[config.mk]
export PLATFORM = sky130hd
export DESIGN_NAME = dma_tf_scheduler
export DESIGN_NICKNAME = d
export VERILOG_FILES = /design/src/rtl/dma_sched_pkg.sv /design/src/rtl/dma_sched_rr_arb.sv /design/src/rtl/dma_tf_scheduler.sv
export SDC_FILE = /design/constraint.sdc
export NUM_CORES = 2
export LEC_CHECK = 0
export ABC_CLOCK_PERIOD_IN_PS = 29500
export BUFFER_PORTS_ARGS = -buffer_cell sky130_fd_sc_hd__buf_4
export CAP_MARGIN = 0
export CORE_AREA = 2 2 506 508
export DETAILED_ROUTE_END_ITERATION = 6
export DIE_AREA = 0 0 508 510
export GPL_TIMING_DRIVEN = 0
export PLACE_DENSITY = 0.34
export SYNTH_ARGS = -nofsm -noshare
export SYNTH_HDL_FRONTEND = slang
export SYNTH_SLANG_ARGS = --single-unit
[constraint.sdc]
create_clock -name clk_i -period 29.5 [get_ports clk_i]
set_input_delay 5.9 -clock clk_i [delete_from_list [all_inputs] [get_ports clk_i]]
set_output_delay 5.9 -clock clk_i [all_outputs]
set_load 0.03 [all_outputs]
[src/rtl/dma_sched_pkg.sv]
// Shared types for the DMA transfer scheduler.
//   dma_desc_t      1D transfer descriptor (src, dst, len) as held per backend stream.
//   stream_state_e  per-stream lifecycle: idle, issuing to the backend, waiting for done.
//   idx_width()     index width helper that stays >= 1 for single-entry cases.
package dma_sched_pkg;

    // Storage widths of the descriptor registers. The scheduler's AddrWidth/LenWidth
    // parameters must not exceed these.
    localparam int unsigned DmaAddrWidth = 64;
    localparam int unsigned DmaLenWidth  = 32;

    typedef struct packed {
        logic [DmaAddrWidth-1:0] src;
        logic [DmaAddrWidth-1:0] dst;
        logic [DmaLenWidth-1:0]  len;
    } dma_desc_t;

    typedef enum logic [1:0] {
        StIdle  = 2'd0,
        StIssue = 2'd1,
        StWait  = 2'd2
    } stream_state_e;

    function automatic int unsigned idx_width(input int unsigned n);
        return (n > 1) ? $clog2(n) : 1;
    endfunction

endpackage

[src/rtl/dma_sched_rr_arb.sv]
// Generic NumReq-way round-robin arbiter.
//   clk_i, rst_i  clock, asynchronous active-high reset
//   req_i         request vector
//   advance_i     move the priority pointer past the current winner
//   gnt_o         one-hot grant (zero when no request)
//   idx_o         index of the granted requester
module dma_sched_rr_arb
    import dma_sched_pkg::*;
#(
    parameter int unsigned NumReq = 4,
    parameter int unsigned IdxW   = idx_width(NumReq)
) (
    input  logic              clk_i,
    input  logic              rst_i,
    input  logic [NumReq-1:0] req_i,
    input  logic              advance_i,
    output logic [NumReq-1:0] gnt_o,
    output logic [IdxW-1:0]   idx_o
);

    logic [IdxW-1:0] ptr_q, ptr_d;
    logic [IdxW-1:0] cand;
    logic            found;

    // Scan starting at the pointer; the first requester found wins.
    always_comb begin
        gnt_o = '0;
        idx_o = '0;
        found = 1'b0;
        cand  = '0;
        for (int unsigned i = 0; i < NumReq; i++) begin
            cand = IdxW'((32'(ptr_q) + i) % NumReq);
            if (!found && req_i[cand]) begin
                found       = 1'b1;
                gnt_o[cand] = 1'b1;
                idx_o       = cand;
            end
        end
    end

    always_comb begin
        ptr_d = ptr_q;
        if (advance_i) begin
            ptr_d = (idx_o == IdxW'(NumReq - 1)) ? '0 : idx_o + 1'b1;
        end
    end

    always_ff @(posedge clk_i or posedge rst_i) begin
        if (rst_i) begin
            ptr_q <= '0;
        end else begin
            ptr_q <= ptr_d;
        end
    end

endmodule

[src/rtl/dma_tf_scheduler.sv]
// Transfer scheduler: shares NumStreams DMA backend streams among NumReq requesters.
//   clk_i, rst_i                      clock, asynchronous active-high reset
//   req_valid_i / req_ready_o         per-requester descriptor handshake (one grant per cycle)
//   req_src_i, req_dst_i, req_len_i   per-requester descriptor
//   be_valid_o / be_ready_i           per-stream descriptor handshake
//   be_src_o, be_dst_o, be_len_o      per-stream registered descriptor
//   be_done_i                         per-stream completion pulse (valid only while waiting)
//   done_o                            per-requester completion pulse, serialized
//   busy_o                            any stream active or any completion/credit outstanding
module dma_tf_scheduler
    import dma_sched_pkg::*;
#(
    parameter int unsigned NumReq       = 4,
    parameter int unsigned NumStreams   = 4,
    parameter int unsigned AddrWidth    = 64,
    parameter int unsigned LenWidth     = 32,
    parameter int unsigned MaxOutPerReq = 4
) (
    input  logic                                  clk_i,
    input  logic                                  rst_i,
    input  logic [NumReq-1:0]                     req_valid_i,
    output logic [NumReq-1:0]                     req_ready_o,
    input  logic [NumReq-1:0][AddrWidth-1:0]      req_src_i,
    input  logic [NumReq-1:0][AddrWidth-1:0]      req_dst_i,
    input  logic [NumReq-1:0][LenWidth-1:0]       req_len_i,
    output logic [NumStreams-1:0]                 be_valid_o,
    input  logic [NumStreams-1:0]                 be_ready_i,
    output logic [NumStreams-1:0][AddrWidth-1:0]  be_src_o,
    output logic [NumStreams-1:0][AddrWidth-1:0]  be_dst_o,
    output logic [NumStreams-1:0][LenWidth-1:0]   be_len_o,
    input  logic [NumStreams-1:0]                 be_done_i,
    output logic [NumReq-1:0]                     done_o,
    output logic                                  busy_o
);

    localparam int unsigned OwnW  = idx_width(NumReq);
    localparam int unsigned StrmW = idx_width(NumStreams);
    localparam int unsigned CntW  = $clog2(MaxOutPerReq + 1);
    localparam int unsigned PendW = $clog2(NumStreams + 2);
    localparam int unsigned AvW   = PendW + 1;

    // Per-stream state
    stream_state_e   state_q [NumStreams];
    logic [OwnW-1:0] owner_q [NumStreams];
    dma_desc_t       desc_q  [NumStreams];

    // Per-requester counters. pend_nz_q is the subset of pend_done_q that came from
    // stream completions, so zero-length pulses never hand back a credit.
    logic [CntW-1:0]  out_cnt_q   [NumReq];
    logic [CntW-1:0]  out_cnt_d   [NumReq];
    logic [PendW-1:0] pend_done_q [NumReq];
    logic [PendW-1:0] pend_done_d [NumReq];
    logic [PendW-1:0] pend_nz_q   [NumReq];
    logic [PendW-1:0] pend_nz_d   [NumReq];
    logic [PendW-1:0] strm_comp   [NumReq];
    logic [AvW-1:0]   avail       [NumReq];
    logic [AvW-1:0]   avail_nz    [NumReq];
    logic [NumReq-1:0] done_q;
    logic [NumReq-1:0] fire, fire_nz;

    logic [NumReq-1:0] len_zero, eligible, gnt, acc_nz, zl_acc;
    logic [OwnW-1:0]   win_idx;
    logic              any_idle;
    logic [StrmW-1:0]  alloc_idx;
    logic              accept_nz;

    // Lowest-index idle stream
    always_comb begin
        any_idle  = 1'b0;
        alloc_idx = '0;
        for (int s = NumStreams - 1; s >= 0; s--) begin
            if (state_q[s] == StIdle) begin
                any_idle  = 1'b1;
                alloc_idx = StrmW'(s);
            end
        end
    end

    // Eligibility; requests are masked during reset so ready stays low.
    always_comb begin
        for (int r = 0; r < NumReq; r++) begin
            len_zero[r] = (req_len_i[r] == '0);
            eligible[r] = req_valid_i[r] && !rst_i
                          && (out_cnt_q[r] < CntW'(MaxOutPerReq))
                          && (len_zero[r] || any_idle);
        end
    end

    dma_sched_rr_arb #(
        .NumReq (NumReq),
        .IdxW   (OwnW)
    ) u_arb (
        .clk_i     (clk_i),
        .rst_i     (rst_i),
        .req_i     (eligible),
        .advance_i (|gnt),
        .gnt_o     (gnt),
        .idx_o     (win_idx)
    );

    assign req_ready_o = gnt;
    assign acc_nz      = gnt & ~len_zero;
    assign zl_acc      = gnt & len_zero;
    assign accept_nz   = |acc_nz;

    // Stream FSMs and descriptor capture
    always_ff @(posedge clk_i or posedge rst_i) begin
        if (rst_i) begin
            for (int s = 0; s < NumStreams; s++) begin
                state_q[s] <= StIdle;
                owner_q[s] <= '0;
                desc_q[s]  <= '0;
            end
        end else begin
            for (int s = 0; s < NumStreams; s++) begin
                case (state_q[s])
                    StIdle: begin
                        if (accept_nz && (alloc_idx == StrmW'(s))) begin
                            state_q[s]    <= StIssue;
                            owner_q[s]    <= win_idx;
                            desc_q[s].src <= DmaAddrWidth'(req_src_i[win_idx]);
                            desc_q[s].dst <= DmaAddrWidth'(req_dst_i[win_idx]);
                            desc_q[s].len <= DmaLenWidth'(req_len_i[win_idx]);
                        end
                    end
                    StIssue: if (be_ready_i[s]) state_q[s] <= StWait;
                    StWait:  if (be_done_i[s]) state_q[s] <= StIdle;
                    default: state_q[s] <= StIdle;
                endcase
            end
        end
    end

    always_comb begin
        for (int s = 0; s < NumStreams; s++) begin
            be_valid_o[s] = (state_q[s] == StIssue);
            be_src_o[s]   = AddrWidth'(desc_q[s].src);
            be_dst_o[s]   = AddrWidth'(desc_q[s].dst);
            be_len_o[s]   = LenWidth'(desc_q[s].len);
        end
    end

    // Route completions to owners
    always_comb begin
        for (int r = 0; r < NumReq; r++) begin
            strm_comp[r] = '0;
        end
        for (int s = 0; s < NumStreams; s++) begin
            if ((state_q[s] == StWait) && be_done_i[s]) begin
                strm_comp[owner_q[s]] = strm_comp[owner_q[s]] + PendW'(1);
            end
        end
    end

    // Completions arriving this cycle count toward the next done_o pulse, which
    // consumes one pending entry; extra completions queue up one pulse per cycle.
    always_comb begin
        for (int r = 0; r < NumReq; r++) begin
            avail[r]       = AvW'(pend_done_q[r]) + AvW'(strm_comp[r]) + AvW'(zl_acc[r]);
            fire[r]        = (avail[r] != '0);
            pend_done_d[r] = PendW'(avail[r] - AvW'(fire[r]));
            avail_nz[r]    = AvW'(pend_nz_q[r]) + AvW'(strm_comp[r]);
            fire_nz[r]     = fire[r] && (avail_nz[r] != '0);
            pend_nz_d[r]   = PendW'(avail_nz[r] - AvW'(fire_nz[r]));
            out_cnt_d[r]   = out_cnt_q[r] + CntW'(acc_nz[r]) - CntW'(fire_nz[r]);
        end
    end

    always_ff @(posedge clk_i or posedge rst_i) begin
        if (rst_i) begin
            for (int r = 0; r < NumReq; r++) begin
                out_cnt_q[r]   <= '0;
                pend_done_q[r] <= '0;
                pend_nz_q[r]   <= '0;
            end
            done_q <= '0;
        end else begin
            for (int r = 0; r < NumReq; r++) begin
                out_cnt_q[r]   <= out_cnt_d[r];
                pend_done_q[r] <= pend_done_d[r];
                pend_nz_q[r]   <= pend_nz_d[r];
            end
            done_q <= fire;
        end
    end

    assign done_o = done_q;

    always_comb begin
        busy_o = 1'b0;
        for (int s = 0; s < NumStreams; s++) begin
            if (state_q[s] != StIdle) busy_o = 1'b1;
        end
        for (int r = 0; r < NumReq; r++) begin
            if ((out_cnt_q[r] != '0) || (pend_done_q[r] != '0)) busy_o = 1'b1;
        end
    end

    // A backend may only signal done for a descriptor it has accepted.
    for (genvar s = 0; s < NumStreams; s++) begin : g_done_chk
        assert property (@(posedge clk_i) disable iff (rst_i)
                         be_done_i[s] |-> (state_q[s] == StWait));
    end

endmodule

======== Yosys cells after proc, flatten, opt, wreduce, memory -nomap -nowiden ========
Index checks and enable logic that the tools add are counted.
storage, ports and cells
  logic and storage cells ................. 305
  input port bits ......................... 654
  output and inout port bits .............. 653
  flip-flop bits (word level) ............. 698
cells by class
  bitwise gates (word level) .............. 11
  muxes and demuxes ....................... 93
  eq/ne operators ......................... 24
  add/subtract/negate cells ............... 36
  $lt $le $gt $ge ......................... 21
  reduce and logical (&&, ||, !) cells .... 86
operators with widths
  kind                count
  $bmux 64 s2         2
  $logic_not 32->1    4
  $mux 64             2
  $bmux 32 s2         1
  $mux 12             4
  $mux 2              21
  $bwmux 12           3
  $mux 3              12
  $sub 3x1->3         12
  $logic_and 1x1->1   35
  $add 3x3->4         8
  $mux 32             1
  $reduce_bool 4->1   8
  $bmux 3 s2          4
  $demux 3 s2         4
  $pmux 2 s3          4
  $reduce_bool 3->1   8
  $mux 1              23
  $add 4x1->4         4
  $mux 4              4
  $ne 2x1->1 const B  8
  $lt 2x3->1 const B  5
  $eq 2x2->1 const B  7
  $add 3x1->3         4
  23 further kinds    83

======== Depth between registers and ports, before layout ========
  depth after elaboration ................. 30
  gate-level depth with buffers ........... 27
  gate-level depth less buffers ........... 27

======== Cells and area by module ========
From an unflattened synthesis, not the netlist that was laid out.
second synthesis, totals
  cells, all modules ...................... 2064
  area, all modules ....................... 33529.7 sq um
by module, submodules not included
  module            area an instance (sq um)  times used  sequential area each (sq um)  cells an instance
  dma_tf_scheduler  33064.2                   1           17416.7                       2012
  dma_sched_rr_arb  465.4                     1           50.0                          52

======== Worst setup path after synthesis ========
No wires, ideal clock.
  kind .................................... input-to-output
  from .................................... in req_len_i[113] (netlist name)
  to ...................................... out req_ready_o[1]
  slack ................................... 15874 ps
  stages .................................. 7
  required time ........................... 23600 ps
  buffers on the path ..................... 0
  arrival time ............................ 7726 ps
  path through ............................ nor4_1 > nand4_1 > o21a_1 > o2111a_1 > o211a_1 > o21ai_0 > nand3_1
on the way
  word-level cells in the longest chain between the ends .. 15
  elaborated cells on any way between the ends .. 27
  classes of those cells .................. mux (15); bitwise (3); reduce/logical (9)
RTL lines
  what                          RTL line                text
  start, declared               dma_tf_scheduler.sv:25  input logic [NumReq-1:0][LenWidth-1:0] req_len_i,
  $logic_not 32->1 (*)          dma_tf_scheduler.sv:82  len_zero[r] = (req_len_i[r] == '0);
  $logic_or 1x1->1 (*)          dma_tf_scheduler.sv:85  && (len_zero[r] || any_idle);
  $logic_and 1x1->1 (*)         dma_tf_scheduler.sv:85
  $bmux 1 s2                    dma_sched_rr_arb.sv:33  if (!found && req_i[cand]) begin
  $mux 1 (not written as such)  dma_sched_rr_arb.sv:33
  $mux 1                        dma_sched_rr_arb.sv:33
  $logic_not 1->1               dma_sched_rr_arb.sv:33
  $logic_and 1x1->1             dma_sched_rr_arb.sv:33
  $mux 1                        dma_sched_rr_arb.sv:33
  $logic_not 1->1               dma_sched_rr_arb.sv:33
  $logic_and 1x1->1             dma_sched_rr_arb.sv:33
  $mux 1                        dma_sched_rr_arb.sv:33
  $logic_not 1->1               dma_sched_rr_arb.sv:33
  $logic_and 1x1->1             dma_sched_rr_arb.sv:33
  $mux 4 (*)                    dma_sched_rr_arb.sv:33
  end, declared                 dma_tf_scheduler.sv:22  output logic [NumReq-1:0] req_ready_o,
Mark *: on every way between the ends. The rest lies on a longest branch, timed or not. The select of a mux whose other input is x is not followed.

======== Final worst setup path ========
  from .................................... in req_len_i[88] (netlist name)
  to ...................................... out req_ready_o[1]
The elaborated chain is that of the path after synthesis.

==> results.md <==
- R2r endpoint: out_cnt_q[8]
- Synth top area share: 0.527
- Drt initial violations: 1,625
- Max rail drop VDD: 0.0754 mV
- Syn Inst Count: 3,178
- Worst-Skew Late Latency: 740 ps
- Postcts setup bufs: 0
- Crit path to: req_ready_o[1]
- Gr ovfl total: 0
- Clock root buffer: clkbuf_16
- Finish-stage setup viols: 0
- Cell area after synthesis: 33,200 sq um
- Worst Path Max Fanout: 6
- Critical Path End Type: primary output
- Routed WL: 244 mm
- DR WL/cell: 30.2 microns
- CTS sink cnt: 698
- Async SR Flop Fraction: 1.00
- Reg clk slew, reported paths: 50 ps
- Hold crit path type: flip-flop to flip-flop
- Maxcap violations: 0
- Largest family of logic cells by synthesized area: multiplexers
- Full die area: 259,000 sq um
- Endpoints failing hold: 0
- Worst Setup SP: req_len_i[88]
- R2R depth: 23
- Simple-gate portion of the synthesized area: 0.106
- Vias: 30.9k
- Post-synth top flop: dfrtp_1
- Port Buffer Count: 1,306
- Drt drc: 0
- Share of the yosys chip area belonging to registers: 0.527
- Power per standard cell area: 161 nW/um^2
- Static leakage: 24.5 nW
- Critical path launch point type: primary input
- Yosys warns: 0
- Nets@finish: 5,321
- Worst-Margin Slew: 1170 ps
- Layout cells sized above 1: 0.386
- Die Width: 508 microns
- Worst path arrival time: 9210 ps
- Final Core Density: 0.201
- Compound-Gate Fraction of Synth Area: 0.121
- Outcome: finished clean
- Vias in the first global route: 32.2k
- RePlAce Congestion: 0.843
- GRT Util Overall: 0.182
- P&R area growth vs syn: 53.4%
- Core area: 253,000 sq um
- Routed Antenna Nets: 0
- Slew Limit Headroom: 0.220
- RSZ-0062 raised after global routing: false
- Gates resized, CTS repair: 0
- WS Path Type: primary input to primary output
- Synthesized Nets: 3,902
- Mux cell area share after synthesis: 0.156
- Vias/cell: 3.83
- Reg2reg setup slack: 22,450 ps
- CTS tree: yes
- Yosys top cell by area: dfrtp_1
- Top post-synthesis cells by area: dfrtp_1 53%, mux2i_1 9.8%, nand2_1 7.9%, o21ai_1 6.7%, mux2_2 5.6%
- Initial DRT Pass Iterations: 5
- WP data required: 23,600 ps
- Longest Clk Path Bufs: 3
- Synth Register Bits: 698
- Half-perimeter wire length after placement: 202 mm
- Post-CTS Hold Buffers: 0
- Die span in y: 510 microns
- Clock Skews: 42.5 ps
- Post-synth EDFFs: 0
- First-pass GRT wire length: 315 mm
- Pins Over Slew Limit: 0
- Num rows: 185
- Adder-Cell Fraction of Synth Area: 0.0300
- Final Non-Filler Cells: 8,070
- Num CTS Buffers: 95
- Peak Freq: 0.0662 GHz
- Syn Area/Cell: 10.4 sq um
- Synth unique cells: 63
- Clock period minus worst slack: 15,110 ps
- Post-synthesis xor/xnor area fraction: 0.0103
- Dpl cells: 7,866
- H-tree Lvls: 3
- Initial antenna violation count: 101
- Initial core utilization: 0.131
- Ports: 1,307
- Hold Path Cell Cnt: 2
- Final period util: 0.512
- Largest net degree at the start of global routing: 113
==> layer usage <==
metal / vias up / global-route usage / share of wire / wire length [microns]
li1: 13900 / - / - / -
met1: 15400 / 0.205 / 0.38 / 93000
met2: 1287 / 0.324 / 0.51 / 123000
met3: 295 / 0.0580 / 0.082 / 19900
met4: 36 / 0.0547 / 0.030 / 7340
met5: - / 0 / 0.00089 / 218
==> critical path, stage by stage <==
cell      delay (ps)
buf_4            140
nor4_1           690
nand4_1          620
o21ai_2          490
nand2_1          120
mux4_2           590
o211ai_1         200
nand3_1          210
buf_4            230
==> how the worst min path moves through the flow <==
stage          slack [ps]            end          start
6_report              480   be_src_o[25]   be_src_o[25]
5_1_grt               500  be_dst_o[192]  be_dst_o[192]
4_1_cts               480   be_src_o[30]   be_src_o[30]
3_5_place_dp          470   be_len_o[73]   be_len_o[73]
3_3_place_gp          460   be_dst_o[90]   be_dst_o[90]
2_1_floorplan         470   out_cnt_q[2]   out_cnt_q[2]
==> layout make-up <==
| cell class | instances | area (sq um) |
|---|---|---|
| timing repair buffer | 1322 | 10100 |
| clock buffer | 144 | 2850 |
| clock inverter | 31 | 445 |
| fill | 28000 | 203000 |
| inverter | 79 | 304 |
| multi-input combinational | 2197 | 14000 |
| buffer | 204 | 1370 |
| sequential | 698 | 17500 |
| tap | 3366 | 4210 |
| antenna | 29 | 72.6 |
==> logic make-up (layout without fill, tap and decap cells) <==
| kind of cell | count (synthesis) | in the layout |
|---|---|---|
| multiplexers | 492 | 492 |
| AND/OR/NAND/NOR | 854 | 854 |
| adder cells (fa/ha/maj) | 70 | 70 |
| XOR/XNOR | 39 | 39 |
| flip-flops | 698 | 698 |
| buffers and inverters | 283 | 1780 |
| AO/OA/AOI/OAI | 742 | 742 |
| other | 0 | 29 |
==> cells in the final DEF (no fill, tap or decap), drive strengths merged, types with 7 or more instances in the layout <==
master	instances
o21ai	675
nor4	42
diode	29
nand3	10
clkinv	18
dfrtp	698
clkbuf	225
nand2b	12
o211ai	9
bufinv	7
buf	1445
xor2	13
fa	16
a21oi	12
mux2	165
mux2i	323
nand4	14
inv	83
ha	54
xnor2	26
nor2	35
nor3	8
nand2	702
==> per-stage QoR <==
stage / total power, W / setup WS (ps) / hold WS (ps) / setup TNS [ps] / cell area, sq um
after global routing: 0.00873 / 14310 / 503 / 0 / 50800
after CTS: 0.00842 / 14460 / 484 / 0 / 50800
after detailed placement: 0.00713 / 14460 / 471 / 0 / 47500
after global placement: 0.00708 / -8030 / 464 / -5428360 / 47200
after floorplan: 0.00457 / 4030 / 468 / 0 / 33200
final: 0.00820 / 14390 / 477 / 0 / 50900
==> sequential cells by signal (all words and copies together), names as in the netlist, named ones only <==
signal	cells
u_arb.ptr_q	1
be_len_o	128
be_src_o	256
pend_done_q	12
be_dst_o	256
owner_q	8
state_q	8
done_o	4
pend_nz_q	12
out_cnt_q	12
==> synthesized netlist by cell type (all sizes together), types with 14 or more instances <==
cell / number
nand4: 14
mux2i: 323
dfrtp: 698
nor4: 42
nor2: 35
ha: 54
o21ai: 675
buf: 123
fa: 16
mux2: 165
inv: 78
xnor2: 26
clkbuf: 81
nand2: 702
==> power breakdown <==
part	internal [W]	switching (W)	total [W]
logic	0.00165	0.00357	0.00522
registers	0.00145	0.000286	0.00174
clock network	0.000732	0.000515	0.00125
Note: power is estimated with default switching activity, not from simulation.
